**config.mk**
```make
export PLATFORM = sky130hd
export DESIGN_NAME = time_update_seq_flat
export DESIGN_NICKNAME = d
export VERILOG_FILES = /design/src/rtl/time_update_seq_if.sv /design/src/rtl/time_update_seq.sv /design/src/flat_wrapper.sv
export SDC_FILE = /design/constraint.sdc
export NUM_CORES = 1
export LEC_CHECK = 0
export ABC_AREA = 1
export CAP_MARGIN = 20
export CORE_MARGIN = 1.5
export CORE_UTILIZATION = 25
export DETAILED_ROUTE_END_ITERATION = 12
export GPL_ROUTABILITY_DRIVEN = 0
export PLACE_DENSITY = 0.52
export SETUP_SLACK_MARGIN = 0.1
export SYNTH_ARGS = -nofsm -noshare
export SYNTH_HDL_FRONTEND = slang
export SYNTH_SLANG_ARGS = --single-unit
```
**constraint.sdc**
```tcl
create_clock -name clk -period 4.9 [get_ports clk]
set_clock_uncertainty 0.2 [all_clocks]
set_input_delay 1.225 -clock clk [delete_from_list [all_inputs] [get_ports clk]]
set_output_delay 1.225 -clock clk [all_outputs]
set_load 0.05 [all_outputs]
```
**src/rtl/time_update_seq_if.sv**
```systemverilog
// Bus between the timer-set/tick sources and the time-update sequencer.
// The slave side (sequencer) owns all calendar fields and status flags.
interface time_update_seq_if;
  logic       tick;
  logic       set_en;
  logic [2:0] set_sel;
  logic [5:0] set_val;
  logic [5:0] sec;
  logic [5:0] min;
  logic [4:0] hour;
  logic [4:0] date;
  logic [3:0] month;
  logic [2:0] day;
  logic [5:0] year;
  logic       busy;
  logic       done;
  logic       set_err;
  logic       ovf;

  modport slave (
    input  tick, set_en, set_sel, set_val,
    output sec, min, hour, date, month, day, year, busy, done, set_err, ovf
  );
  modport master (
    output tick, set_en, set_sel, set_val,
    input  sec, min, hour, date, month, day, year, busy, done, set_err, ovf
  );
endinterface

```
**src/rtl/time_update_seq.sv**
```systemverilog
// Calendar sequencer: a tick ripples carries sec->min->hour->date/day->month->year,
// one field per clock; field writes from the set path are accepted only when idle.
module time_update_seq #(
  parameter logic [2:0] RST_DAY = 3'd6
) (
  input logic             clk,
  input logic             clear,
  time_update_seq_if.slave bus
);
  typedef enum logic [2:0] {IDLE, SEC, MIN, HOUR, DATE, MONTH, YEAR} state_e;

  state_e     state_q, state_d;
  logic [5:0] sec_q, sec_d, min_q, min_d, year_q, year_d;
  logic [4:0] hour_q, hour_d, date_q, date_d;
  logic [3:0] month_q, month_d;
  logic [2:0] day_q, day_d;
  logic       pend_q, pend_d, busy_q, busy_d, done_q, done_d;
  logic       err_q, err_d, ovf_q, ovf_d;
  logic       start;

  function automatic logic [4:0] mlen(input logic [3:0] m, input logic [5:0] y);
    case (m)
      4'd4, 4'd6, 4'd9, 4'd11: mlen = 5'd30;
      4'd2:                    mlen = (y[1:0] == 2'd0) ? 5'd29 : 5'd28;
      default:                 mlen = 5'd31;
    endcase
  endfunction

  // An accepted write takes priority over starting a cascade; the tick waits as pending.
  assign start = (state_q == IDLE) && (bus.tick || pend_q) && !bus.set_en;

  always_comb begin
    state_d = state_q;
    sec_d   = sec_q;
    min_d   = min_q;
    hour_d  = hour_q;
    date_d  = date_q;
    month_d = month_q;
    day_d   = day_q;
    year_d  = year_q;
    pend_d  = pend_q;
    ovf_d   = ovf_q;
    done_d  = 1'b0;
    err_d   = 1'b0;

    if (bus.tick && pend_q)      ovf_d  = 1'b1;
    else if (bus.tick && !start) pend_d = 1'b1;

    if (bus.set_en) begin
      if (state_q != IDLE) err_d = 1'b1;
      else begin
        case (bus.set_sel)
          3'd0: if (bus.set_val <= 6'd59) sec_d = bus.set_val; else err_d = 1'b1;
          3'd1: if (bus.set_val <= 6'd59) min_d = bus.set_val; else err_d = 1'b1;
          3'd2: if (bus.set_val <= 6'd23) hour_d = bus.set_val[4:0]; else err_d = 1'b1;
          3'd3: begin
            if (bus.set_val != 6'd0 && bus.set_val <= {1'b0, mlen(month_q, year_q)})
              date_d = bus.set_val[4:0];
            else err_d = 1'b1;
          end
          3'd4: begin
            if (bus.set_val != 6'd0 && bus.set_val <= 6'd12) begin
              month_d = bus.set_val[3:0];
              if (date_q > mlen(bus.set_val[3:0], year_q)) date_d = mlen(bus.set_val[3:0], year_q);
            end else err_d = 1'b1;
          end
          3'd5: if (bus.set_val <= 6'd6) day_d = bus.set_val[2:0]; else err_d = 1'b1;
          3'd6: begin
            year_d = bus.set_val;
            if (date_q > mlen(month_q, bus.set_val)) date_d = mlen(month_q, bus.set_val);
          end
          default: err_d = 1'b1;
        endcase
      end
    end

    case (state_q)
      IDLE: if (start) begin
        state_d = SEC;
        pend_d  = 1'b0;
      end
      SEC: if (sec_q == 6'd59) begin
        sec_d = 6'd0; state_d = MIN;
      end else begin
        sec_d = sec_q + 6'd1; state_d = IDLE; done_d = 1'b1;
      end
      MIN: if (min_q == 6'd59) begin
        min_d = 6'd0; state_d = HOUR;
      end else begin
        min_d = min_q + 6'd1; state_d = IDLE; done_d = 1'b1;
      end
      HOUR: if (hour_q == 5'd23) begin
        hour_d = 5'd0; state_d = DATE;
      end else begin
        hour_d = hour_q + 5'd1; state_d = IDLE; done_d = 1'b1;
      end
      DATE: begin
        day_d = (day_q == 3'd6) ? 3'd0 : day_q + 3'd1;
        if (date_q >= mlen(month_q, year_q)) begin
          date_d = 5'd1; state_d = MONTH;
        end else begin
          date_d = date_q + 5'd1; state_d = IDLE; done_d = 1'b1;
        end
      end
      MONTH: if (month_q >= 4'd12) begin
        month_d = 4'd1; state_d = YEAR;
      end else begin
        month_d = month_q + 4'd1; state_d = IDLE; done_d = 1'b1;
      end
      YEAR: begin
        year_d = year_q + 6'd1; state_d = IDLE; done_d = 1'b1;
      end
      default: state_d = IDLE;
    endcase

    busy_d = (state_d != IDLE);
  end

  always_ff @(posedge clk) begin
    if (!clear) begin
      state_q <= IDLE;
      sec_q   <= 6'd0;
      min_q   <= 6'd0;
      hour_q  <= 5'd0;
      date_q  <= 5'd1;
      month_q <= 4'd1;
      day_q   <= RST_DAY;
      year_q  <= 6'd0;
      pend_q  <= 1'b0;
      busy_q  <= 1'b0;
      done_q  <= 1'b0;
      err_q   <= 1'b0;
      ovf_q   <= 1'b0;
    end else begin
      state_q <= state_d;
      sec_q   <= sec_d;
      min_q   <= min_d;
      hour_q  <= hour_d;
      date_q  <= date_d;
      month_q <= month_d;
      day_q   <= day_d;
      year_q  <= year_d;
      pend_q  <= pend_d;
      busy_q  <= busy_d;
      done_q  <= done_d;
      err_q   <= err_d;
      ovf_q   <= ovf_d;
    end
  end

  assign bus.sec     = sec_q;
  assign bus.min     = min_q;
  assign bus.hour    = hour_q;
  assign bus.date    = date_q;
  assign bus.month   = month_q;
  assign bus.day     = day_q;
  assign bus.year    = year_q;
  assign bus.busy    = busy_q;
  assign bus.done    = done_q;
  assign bus.set_err = err_q;
  assign bus.ovf     = ovf_q;
endmodule

```
**src/flat_wrapper.sv**
```systemverilog
// flat-port wrapper written by rule: the top's interface ports become plain ports
module time_update_seq_flat 
#(
  parameter logic [2:0] RST_DAY = 3'd6
)
  (clk, clear, bus_tick, bus_set_en, bus_set_sel, bus_set_val, bus_sec, bus_min, bus_hour, bus_date, bus_month, bus_day, bus_year, bus_busy, bus_done, bus_set_err, bus_ovf);
  time_update_seq_if bus_i ();
  input logic clk;
  input logic clear;
  input wire logic [$bits(bus_i.tick)-1:0] bus_tick;
  input wire logic [$bits(bus_i.set_en)-1:0] bus_set_en;
  input wire logic [$bits(bus_i.set_sel)-1:0] bus_set_sel;
  input wire logic [$bits(bus_i.set_val)-1:0] bus_set_val;
  output wire logic [$bits(bus_i.sec)-1:0] bus_sec;
  output wire logic [$bits(bus_i.min)-1:0] bus_min;
  output wire logic [$bits(bus_i.hour)-1:0] bus_hour;
  output wire logic [$bits(bus_i.date)-1:0] bus_date;
  output wire logic [$bits(bus_i.month)-1:0] bus_month;
  output wire logic [$bits(bus_i.day)-1:0] bus_day;
  output wire logic [$bits(bus_i.year)-1:0] bus_year;
  output wire logic [$bits(bus_i.busy)-1:0] bus_busy;
  output wire logic [$bits(bus_i.done)-1:0] bus_done;
  output wire logic [$bits(bus_i.set_err)-1:0] bus_set_err;
  output wire logic [$bits(bus_i.ovf)-1:0] bus_ovf;
  assign bus_i.tick = bus_tick;
  assign bus_i.set_en = bus_set_en;
  assign bus_i.set_sel = bus_set_sel;
  assign bus_i.set_val = bus_set_val;
  assign bus_sec = bus_i.sec;
  assign bus_min = bus_i.min;
  assign bus_hour = bus_i.hour;
  assign bus_date = bus_i.date;
  assign bus_month = bus_i.month;
  assign bus_day = bus_i.day;
  assign bus_year = bus_i.year;
  assign bus_busy = bus_i.busy;
  assign bus_done = bus_i.done;
  assign bus_set_err = bus_i.set_err;
  assign bus_ovf = bus_i.ovf;
  time_update_seq #(.RST_DAY(RST_DAY)) u_core (.clk(clk), .clear(clear), .bus(bus_i));
endmodule
```
Word level (Yosys, flattened, before mapping)
Cells that the tools add are included.
{"block": "op_classes", "mux": 82, "n_reduce_logical": 45, "order_cmp": 9, "addsub": 7, "eq_ne": 36}
{"cell": "5-bit two-way mux", "n": 25}
{"cell": "6-bit two-way mux", "n": 15}
{"cell": "2-bit nonzero test", "n": 17}
{"cell": "3-bit two-way mux", "n": 10}
{"cell": "5-bit case mux with 2 select lines", "n": 3}
{"cell": "4-bit two-way mux", "n": 6}
{"cell": "3-bit equality test (second input constant)", "n": 7}
{"cell": "4-bit AND reduction", "n": 5}
{"cell": "6-bit by 1-bit adder with 6-bit output (second input constant)", "n": 3}
{"cell": "3-bit case mux with 6 select lines", "n": 1}
{"cell": "1-bit two-way mux", "n": 17}
{"cell": "4-bit by 3-bit equality test with 1-bit output (second input constant)", "n": 4}
{"cell": "4-bit equality test (second input constant)", "n": 4}
{"cell": "5-bit case mux with 3 select lines", "n": 1}
{"cell": "3-bit by 2-bit equality test with 1-bit output (second input constant)", "n": 4}
{"cell": "6-bit equality test (second input constant)", "n": 2}
{"cell": "2-bit inequality test (second input constant)", "n": 6}
{"cell": "3-bit by 1-bit inequality test with 1-bit output (second input constant)", "n": 4}
{"cell": "1-bit case mux with 6 select lines", "n": 2}
{"cell": "5-bit by 1-bit adder with 5-bit output (second input constant)", "n": 2}
{"cell": "5-bit greater-than comparator", "n": 2}
{"cell": "4-bit by 2-bit equality test with 1-bit output (second input constant)", "n": 2}
{"cell": "4-bit OR reduction", "n": 2}
{"cell": "7-bit AND reduction", "n": 1}
{"cell": "23 further kinds", "n": 34}
{"block": "totals", "regBits": 43}

Depth between registers and ports, before layout
Gate-level depths: netlist of run 1.
{"block": "logic_depth", "depth_word": 14, "depth_mapped": 18}

Worst setup path after synthesis of run 1
Ideal clock, no wire load.
{"block": "synth_timing", "path_type": "input port to flip-flop", "from": "input port bus_set_val[3]", "to": "register u_core.date_q[0], in the netlist u_core.bus.date[0]", "slack_ns": 1.810, "n_path_buf": 1, "cell_stages": 17, "t_required_ns": 4.578, "setup_time_ns": 0.122, "arrival_ns": 2.768, "path_cell_list": "buf_2 > inv_1 > o21ai_0 > o21ai_0 > nand2_1 > inv_1 > ha_1 > nand2_1 > inv_1 > nor2_1 > nand2_1 > o21ai_2 > inv_1 > nor2_4 > nand2_1 > nand2_1 > nand3_1"}
{"block": "synth_between", "elab_chain_len": 10, "word_cells_on_any_way": 27, "cone_classes": "3 x order compare; 8 x eq/ne; 11 x mux; 5 x reduce/logical"}
{"item": "from (decl)", "line_no": "flat_wrapper.sv:13", "rtl": "input wire logic [$bits(bus_i.set_val)-1:0] bus_set_val;"}
{"item": "4-bit by 3-bit equality test with 1-bit output or 4-bit equality test (tied branches)", "line_no": "time_update_seq.sv:22", "rtl": "case (m)"}
{"item": "4-bit OR reduction", "line_no": "time_update_seq.sv:22"}
{"item": "5-bit case mux with 2 select lines", "line_no": "time_update_seq.sv:22"}
{"item": "5-bit two-way mux", "line_no": "time_update_seq.sv:62", "rtl": "if (bus.set_val != 6'd0 && bus.set_val <= 6'd12) begin"}
{"item": "5-bit two-way mux", "line_no": "time_update_seq.sv:52", "rtl": "case (bus.set_sel)"}
{"item": "5-bit two-way mux", "line_no": "time_update_seq.sv:50", "rtl": "if (state_q != IDLE) err_d = 1'b1;"}
{"item": "5-bit two-way mux", "line_no": "time_update_seq.sv:49", "rtl": "if (bus.set_en) begin"}
{"item": "5-bit greater-than comparator", "line_no": "time_update_seq.sv:64", "rtl": "if (date_q > mlen(bus.set_val[3:0], year_q)) date_d = mlen(bus.set_val[3:0], year_q);"}
{"item": "3-bit by 1-bit inequality test with 1-bit output (no line)"}
{"item": "7-bit AND reduction (no line)"}
{"item": "to (signal assigned)", "line_no": "time_update_seq.sv:139", "rtl": "date_q <= date_d;"}
{"item": "to (decl)", "line_no": "time_update_seq.sv:14", "rtl": "logic [4:0] hour_q, hour_d, date_q, date_d;"}
Parallel ways exist; a longest one is shown, timed or not. The select of a mux whose other input is x is not followed.
A chain may end at the register's enable or synchronous reset.

Worst setup path after layout of run 1
Same ends and word-level chain as after synthesis.

==> results of run 1 <==
-- synthesized netlist by cell type, types with 2 or more instances --
library cell,number
nand2_1,83
nand3b_1,2
o211ai_1,2
nor3_4,3
a22oi_1,7
nand2_2,6
xnor2_1,6
clkbuf_1,4
nor2_4,6
dfxtp_1,43
nor2_1,61
nand3_1,43
inv_1,55
o22ai_1,7
nand3_2,3
a31oi_1,7
nor3_1,10
o21ai_0,39
nand4_1,5
buf_2,4
inv_2,7
xor2_1,8
ha_1,17
a21oi_1,31
-- report_power, final --
part / switching [mW] / internal (mW) / total [mW]
registers: 0.0177 / 0.363 / 0.380
clock network: 0.149 / 0.204 / 0.353
logic: 0.125 / 0.0668 / 0.192
-- registers in the layout, summed over array words and instances (netlist names) --
signal              flops
u_core.bus.min          6
u_core.bus.sec          6
u_core.bus.year         6
u_core.bus.date         5
u_core.bus.hour         5
u_core.bus.month        4
u_core.bus.day          3
u_core.state_q          3
u_core.bus.busy         1
u_core.bus.done         1
u_core.bus.ovf          1
u_core.bus.set_err      1
u_core.pend_q           1
-- cell families (layout without fill, tap and decap cells) --
| kind of cell | after synthesis | in the layout | synth area share (%) |
|---|---|---|---|
| simple gates | 227 | 227 | 34.4 |
| compound gates | 100 | 100 | 18.1 |
| buf+inv | 75 | 124 | 9.63 |
| flops | 43 | 43 | 27.3 |
| fa+ha+maj | 17 | 17 | 6.74 |
| xor+xnor | 14 | 14 | 3.88 |
-- critical path, stage by stage --
cell             delay, ns
clkdlybuf4s50_1       0.80
inv_1                 0.14
o21ai_0               0.15
o21ai_0               0.13
nand2_1               0.08
inv_1                 0.04
ha_1                  0.26
nand2_1               0.07
inv_1                 0.03
nor2_1                0.08
nand2_1               0.07
o21ai_2               0.15
inv_1                 0.08
nor2_4                0.15
nand2_1               0.07
nand2_1               0.07
nand3_1               0.07
-- area by class of cell --
cell class | count | area share [%]
clock buffers | 6 | 3.49
multi-input cells | 358 | 50.0
well taps | 168 | 5.28
flip-flops and latches | 43 | 21.6
repair buffers | 52 | 13.0
clock inverters | 2 | 0.408
inverters | 64 | 6.16
-- routing by layer --
layer	up-vias	GRT usage (%)	routed length, um
met1	1502	18.8	4340
li1	1675	-	-
met5	-	0	0
met3	18	3.11	437
met2	82	23.8	4390
met4	0	4.94	161
-- layout by cell type, fill, tap and decap left out, types with 2 or more instances in the layout --
cell              n
nand3_2           3
nor2_1           61
a31oi_1           7
nand2_2           6
a22oi_1           7
nor3_4            3
dfxtp_1          43
o211ai_1          2
inv_2             7
clkdlybuf4s50_1  51
nand3b_1          2
clkbuf_16         5
o21ai_0          39
ha_1             17
inv_1            55
nand4_1           5
xnor2_1           6
nand3_1          43
a21oi_1          31
xor2_1            8
nor3_1           10
nand2_1          83
o22ai_1           7
nor2_4            6
-- worst max path at each step --
stage | cells past startpoint | slack, ns | end | startpoint
after floorplan | 17 | 1.81 | u_core.bus.date[0] | bus_set_val[3]
after global placement | 17 | 0.99 | u_core.bus.date[0] | bus_set_val[3]
after detailed placement | 17 | 0.91 | u_core.bus.date[0] | bus_set_val[3]
after CTS | 17 | 1.21 | u_core.bus.date[0] | bus_set_val[3]
after global routing | 17 | 0.95 | u_core.bus.date[4] | bus_set_val[3]
final | 17 | 1.19 | u_core.bus.date[0] | bus_set_val[3]
==> out/results.txt, run 1 <==
initial antenna violation count: 0
Final setup viols: 0
smallest setup slack after layout: 1.19 ns
status: finished clean
Avg WL per Cell: 13.5 um
hold_buf cts: 0
Critical Path RT: 4.87 ns
EDFF count, synth: 0
Min-Delay Endpoint: u_core.bus.day[2]
width of the chip: 115 um
# fillers: 1343
Layout Utilization: 32.7%
drt via density: 4.73
cell taking the most area after synthesis: dfxtp_1
WP data arrival: 3.68 ns
Final ANT Viol Nets: 0
Synth Flop Type: dfxtp_1
Slew Limit Fails: 0
Tot GR Track Use: 14.5%
Mapped Cells: 476
post-route setup TNS: 0 ns
Placement Setup Slack: 0.906 ns
final net count: 554
Max Cap Viol: 0
Reg area: 861 um^2
total number of vias: 3277
number of post-CTS setup repair buffers: 0
r2r setup slk: 1.99 ns
Fin. Hold Viols: 0
worst skew pair latency: 0.29 ns
Mapped Area: 0.00316 mm^2
total power: 0.925 mW
RSZ-0062 raised after global routing: no
Initial Util: 26.0%
post-CTS sizing: 0
worst reg2reg path endpoint: u_core.bus.date[2]
Period Utilization, post-route: 75.8%
global route overflow: 0
Worst-path clk slew: 0.07 ns
starting DRC count in detailed routing: 161
P_leak: 1.72 nW
# IOs: 52
placed cell count: 685
worst hold stages: 2
Final Cell Area: 0.00398 mm^2
HP Start: u_core.bus.day[2]
CTS tree: built
Synth area leaders: dfxtp_1 27%, nand2_1 9.9%, nor2_1 7.3%, nand3_1 6.8%, ha_1 6.7%
PortBufs: 51
core region area: 0.0122 mm^2
Multi-input gate area: 0.00199 mm^2
Max FO, Critical Path: 10
total CTS buffers: 5
clock root buffer master: clkbuf_16
row count: 40
Ys Warns: 0
Die ar.: 0.0133 mm^2
Max H-tree Level: 2
largest net degree at the start of global routing: 29
PwrDens: 232 mW/mm^2
Hold Path Class: register to register
Crit. End Element: register
Clock Sinks: 43
Mean Syn Cell Area: 6.63 um^2
min Tclk post-route: 3.71 ns
vias in the first global route: 3216
drt first pass iters: 6
actual slew at the worst max-slew pin: 0.642 ns
die span in y: 115 um
Area Growth Syn to Fin: 26.1%
Worst Reg-to-Reg Cells: 13
Max Freq: 269 MHz
top-area cell type share of the netlist area: 27.3%
total wire length: 9340 um
sequential area share after synthesis: 27.3%
Max IR drop VDD: 124 uV
Post-Syn Nets: 506
global-route wire length before repair: 15300 um
# DRC: 0
relative slew slack: 57.1%
number of library cell types mapped by synthesis: 41
ys async rst share: 0%
share of cells above drive strength 1: 8.00%
Area after DPL: 0.00383 mm^2
Clock Path Buffers: 2
number of diodes: 0
fin cells: 693
synthesized flop and latch total: 43
WS Path Type: input port to register
Startpoint Class: input port
reg2reg start: u_core.bus.month[0]
hpwl dp: 7110 um
hold slack: 0.284 ns
(Power assumes the default switching activity.)
==> run 2, diff against run 1 <==
--- a/config.mk
+++ b/config.mk
@@ -11,7 +11,7 @@
 export CORE_UTILIZATION = 25
 export DETAILED_ROUTE_END_ITERATION = 12
 export GPL_ROUTABILITY_DRIVEN = 0
-export PLACE_DENSITY = 0.52
+export PLACE_DENSITY = 0.53
 export SETUP_SLACK_MARGIN = 0.1
 export SYNTH_ARGS = -nofsm -noshare
 export SYNTH_HDL_FRONTEND = slang
==> constraint.sdc (replaced) <==
create_clock -name clk -period 3.1 [get_ports clk]
set_clock_uncertainty 0.2 [all_clocks]
set_input_delay 0.775 -clock clk [delete_from_list [all_inputs] [get_ports clk]]
set_output_delay 0.775 -clock clk [all_outputs]
set_load 0.05 [all_outputs]
==> run 2 against run 1 <==
Effect of this change:
- final area rose by 2.0%
- combinational power up 62%
- worst hold slack improved by 0.0048 ns
- global-route usage fell by 0.088 points
- sequential share of layout area fell by 0.42 points
- total power increased by 60%
- routed wire length about the same
- critical endpoint unchanged
- largest power group unchanged
==> out/results.txt, run 2 (same netlist as run 1, synthesis figures left out) <==
Period Utilization, post-route: 88.1%
Fin. Hold Viols: 0 (unchanged)
Worst-path clk slew: 0.07 ns (about the same)
slowest stage cell, crit path: dlygate4sd2_1 (was clkdlybuf4s50_1)
final net count: 564 (was 554)
Initial Util: 26.0% (unchanged)
global route overflow: 0 (unchanged)
Critical Path RT: 3.07 ns (was 4.87 ns)
share of cells above drive strength 1: 9.91% (was 8.00%)
crit-path leading delay family: simple AND/OR/NAND/NOR gates (was buffers and inverters)
largest net degree at the start of global routing: 28 (was 29)
Worst path max stage delay: 0.33 ns (was 0.80 ns)
Layout Utilization: 33.4% (was 32.7%)
total wire length: 9330 um (was 9340 um)
# IOs: 52 (unchanged)
most frequent cells in the layout: 83 x nand2_1, 61 x nor2_1, 55 x inv_1 (unchanged)
Die ar.: 0.0133 mm^2 (unchanged)
relative slew slack: 57.6% (was 57.1%)
actual slew at the worst max-slew pin: 0.636 ns (was 0.642 ns)
total number of vias: 3274 (was 3277)
worst skew pair latency: 0.29 ns (about the same)
global-route wire length before repair: 15200 um (was 15300 um)
Max H-tree Level: 2 (unchanged)
Reg area: 861 um^2 (unchanged)
Hold Path Class: register to register (unchanged)
total CTS buffers: 5 (unchanged)
hpwl dp: 7290 um (was 7110 um)
Max IR drop VDD: 255 uV (was 124 uV)
drt via density: 4.66 (was 4.73)
initial antenna violation count: 0 (unchanged)
# DRC: 0 (unchanged)
Multi-input gate area: 0.00199 mm^2 (unchanged)
Clock Path Buffers: 2 (unchanged)
Startpoint Class: input port (unchanged)
width of the chip: 115 um (unchanged)
starting DRC count in detailed routing: 162 (was 161)
Crit path buffers/inverters: 5 (unchanged)
Max FO, Critical Path: 5 (was 10)
Final ANT Viol Nets: 0 (unchanged)
vias in the first global route: 3087 (was 3216)
P_leak: 1.79 nW (was 1.72 nW)
most used cell, CP: nand2_1 (unchanged)
Placement Setup Slack: -0.216 ns (was 0.906 ns)
hold_buf cts: 0 (unchanged)
Area Growth Syn to Fin: 28.6% (was 26.1%)
min Tclk post-route: 2.73 ns
Max Freq: 366 MHz
PwrDens: 365 mW/mm^2 (was 232 mW/mm^2)
Clock Sinks: 43 (unchanged)
WS Path Type: input port to register (unchanged)
PortBufs: 51 (unchanged)
drt first pass iters: 4 (was 6)
# fillers: 1331 (was 1343)
number of diodes: 0 (unchanged)
placed cell count: 695 (was 685)
Tot GR Track Use: 14.4% (was 14.5%)
Slew Limit Fails: 0 (unchanged)
commonest non-fill, non-tap cell in the layout: nand2_1 (unchanged)
Crit. End Element: register (unchanged)
die span in y: 115 um (unchanged)
smallest setup slack after layout: 0.369 ns (was 1.19 ns)
status: finished clean (unchanged)
Final setup viols: 0 (unchanged)
Max Cap Viol: 0 (unchanged)
Avg WL per Cell: 13.3 um (was 13.5 um)
CTS tree: built (unchanged)
core region area: 0.0122 mm^2 (unchanged)
crit path cell chain: dlygate4sd2_1, inv_1, o21ai_0, o21ai_0, nand2_1, inv_1, ha_1, nand2_1, inv_1, nor2_1, nand2_1, o21ai_2, inv_1, nor2_4, nand2_1, nand2_1, nand3_1 (was clkdlybuf4s50_1, inv_1, o21ai_0, o21ai_0, nand2_1, inv_1, ha_1, nand2_1, inv_1, nor2_1, nand2_1, o21ai_2, inv_1, nor2_4, nand2_1, nand2_1, nand3_1)
RSZ-0062 raised after global routing: no (unchanged)
fin cells: 703 (was 693)
row count: 40 (unchanged)
WP data arrival: 2.70 ns (was 3.68 ns)
clock root buffer master: clkbuf_16 (unchanged)
run 2: cell count changes in the layout (fill, tap and decap cells not counted):
cell             before  now
buf_4                 1   11
clkdlybuf4s50_1      51   48
o21ai_1               1    2
dlygate4sd2_1         0    1
o21ai_0              39   38
inv_2                 7    8
dlymetal6s2s_1        0    2
clkinv_1              1    0
run 2: cell type report:
| type | count | share of cell area (%) |
|---|---|---|
| multi-input cells | 358 | 49.1 |
| flip-flops and latches | 43 | 21.2 |
| repair buffers | 62 | 14.7 |
| inverters | 64 | 6.04 |
| well taps | 168 | 5.18 |
| clock buffers | 6 | 3.42 |
| clock inverters | 2 | 0.400 |
run 2: layer usage:
metal / wire length (um) / vias to the layer above / track usage, %
met3: 454 / 10 / 2.53
met1: 4420 / 1506 / 19.1
li1: - / 1691 / -
met4: 157 / 0 / 5.19
met5: 0 / - / 0
met2: 4300 / 67 / 23.5
run 2: metrics by stage:
stage	hold slack, ns	TNS [ns]	power (mW)	instance area (um^2)
after floorplan	0.257	0	0.816	3160
after global placement	0.275	-0.722	0.925	3900
after detailed placement	0.278	-0.996	0.926	3900
after CTS	0.294	0	1.50	4060
after global routing	0.323	0	1.56	4060
final	0.289	0	1.48	4060
run 2: path summary, 6_finish.rpt:
kind / start / end / slack, ns / cells after the start
worst min-delay path: u_core.bus.day[2] / u_core.bus.day[2] / 0.29 / 2
worst max-delay path: bus_set_val[3] / u_core.bus.date[0] / 0.37 / 17
worst max register to register: u_core.bus.month[0] / u_core.bus.date[2] / 0.38 / 13
worst min register to register: u_core.bus.day[2] / u_core.bus.day[2] / 0.29 / 2
run 2: repair_timing:
item | in CTS | in global routing
setup buffers | 0 | 0
resized for setup | 1 | 4
cloned | 0 | 0
setup endpoints to repair | 1 | 7
run 2: power breakdown:
group / internal, mW / total (mW) / leakage (nW) / switching (mW)
clock network: 0.323 / 0.568 / 0.0731 / 0.245
registers: 0.573 / 0.601 / 0.350 / 0.0274
logic: 0.113 / 0.312 / 1.37 / 0.199
run 2: worst min-delay path: cells and delay by family (launching register included):
| family | cells | cell delay [ns] |
|---|---|---|
| compound gates | 1 | 0.07 |
| flops | 1 | 0.33 |
| simple gates | 1 | 0.05 |
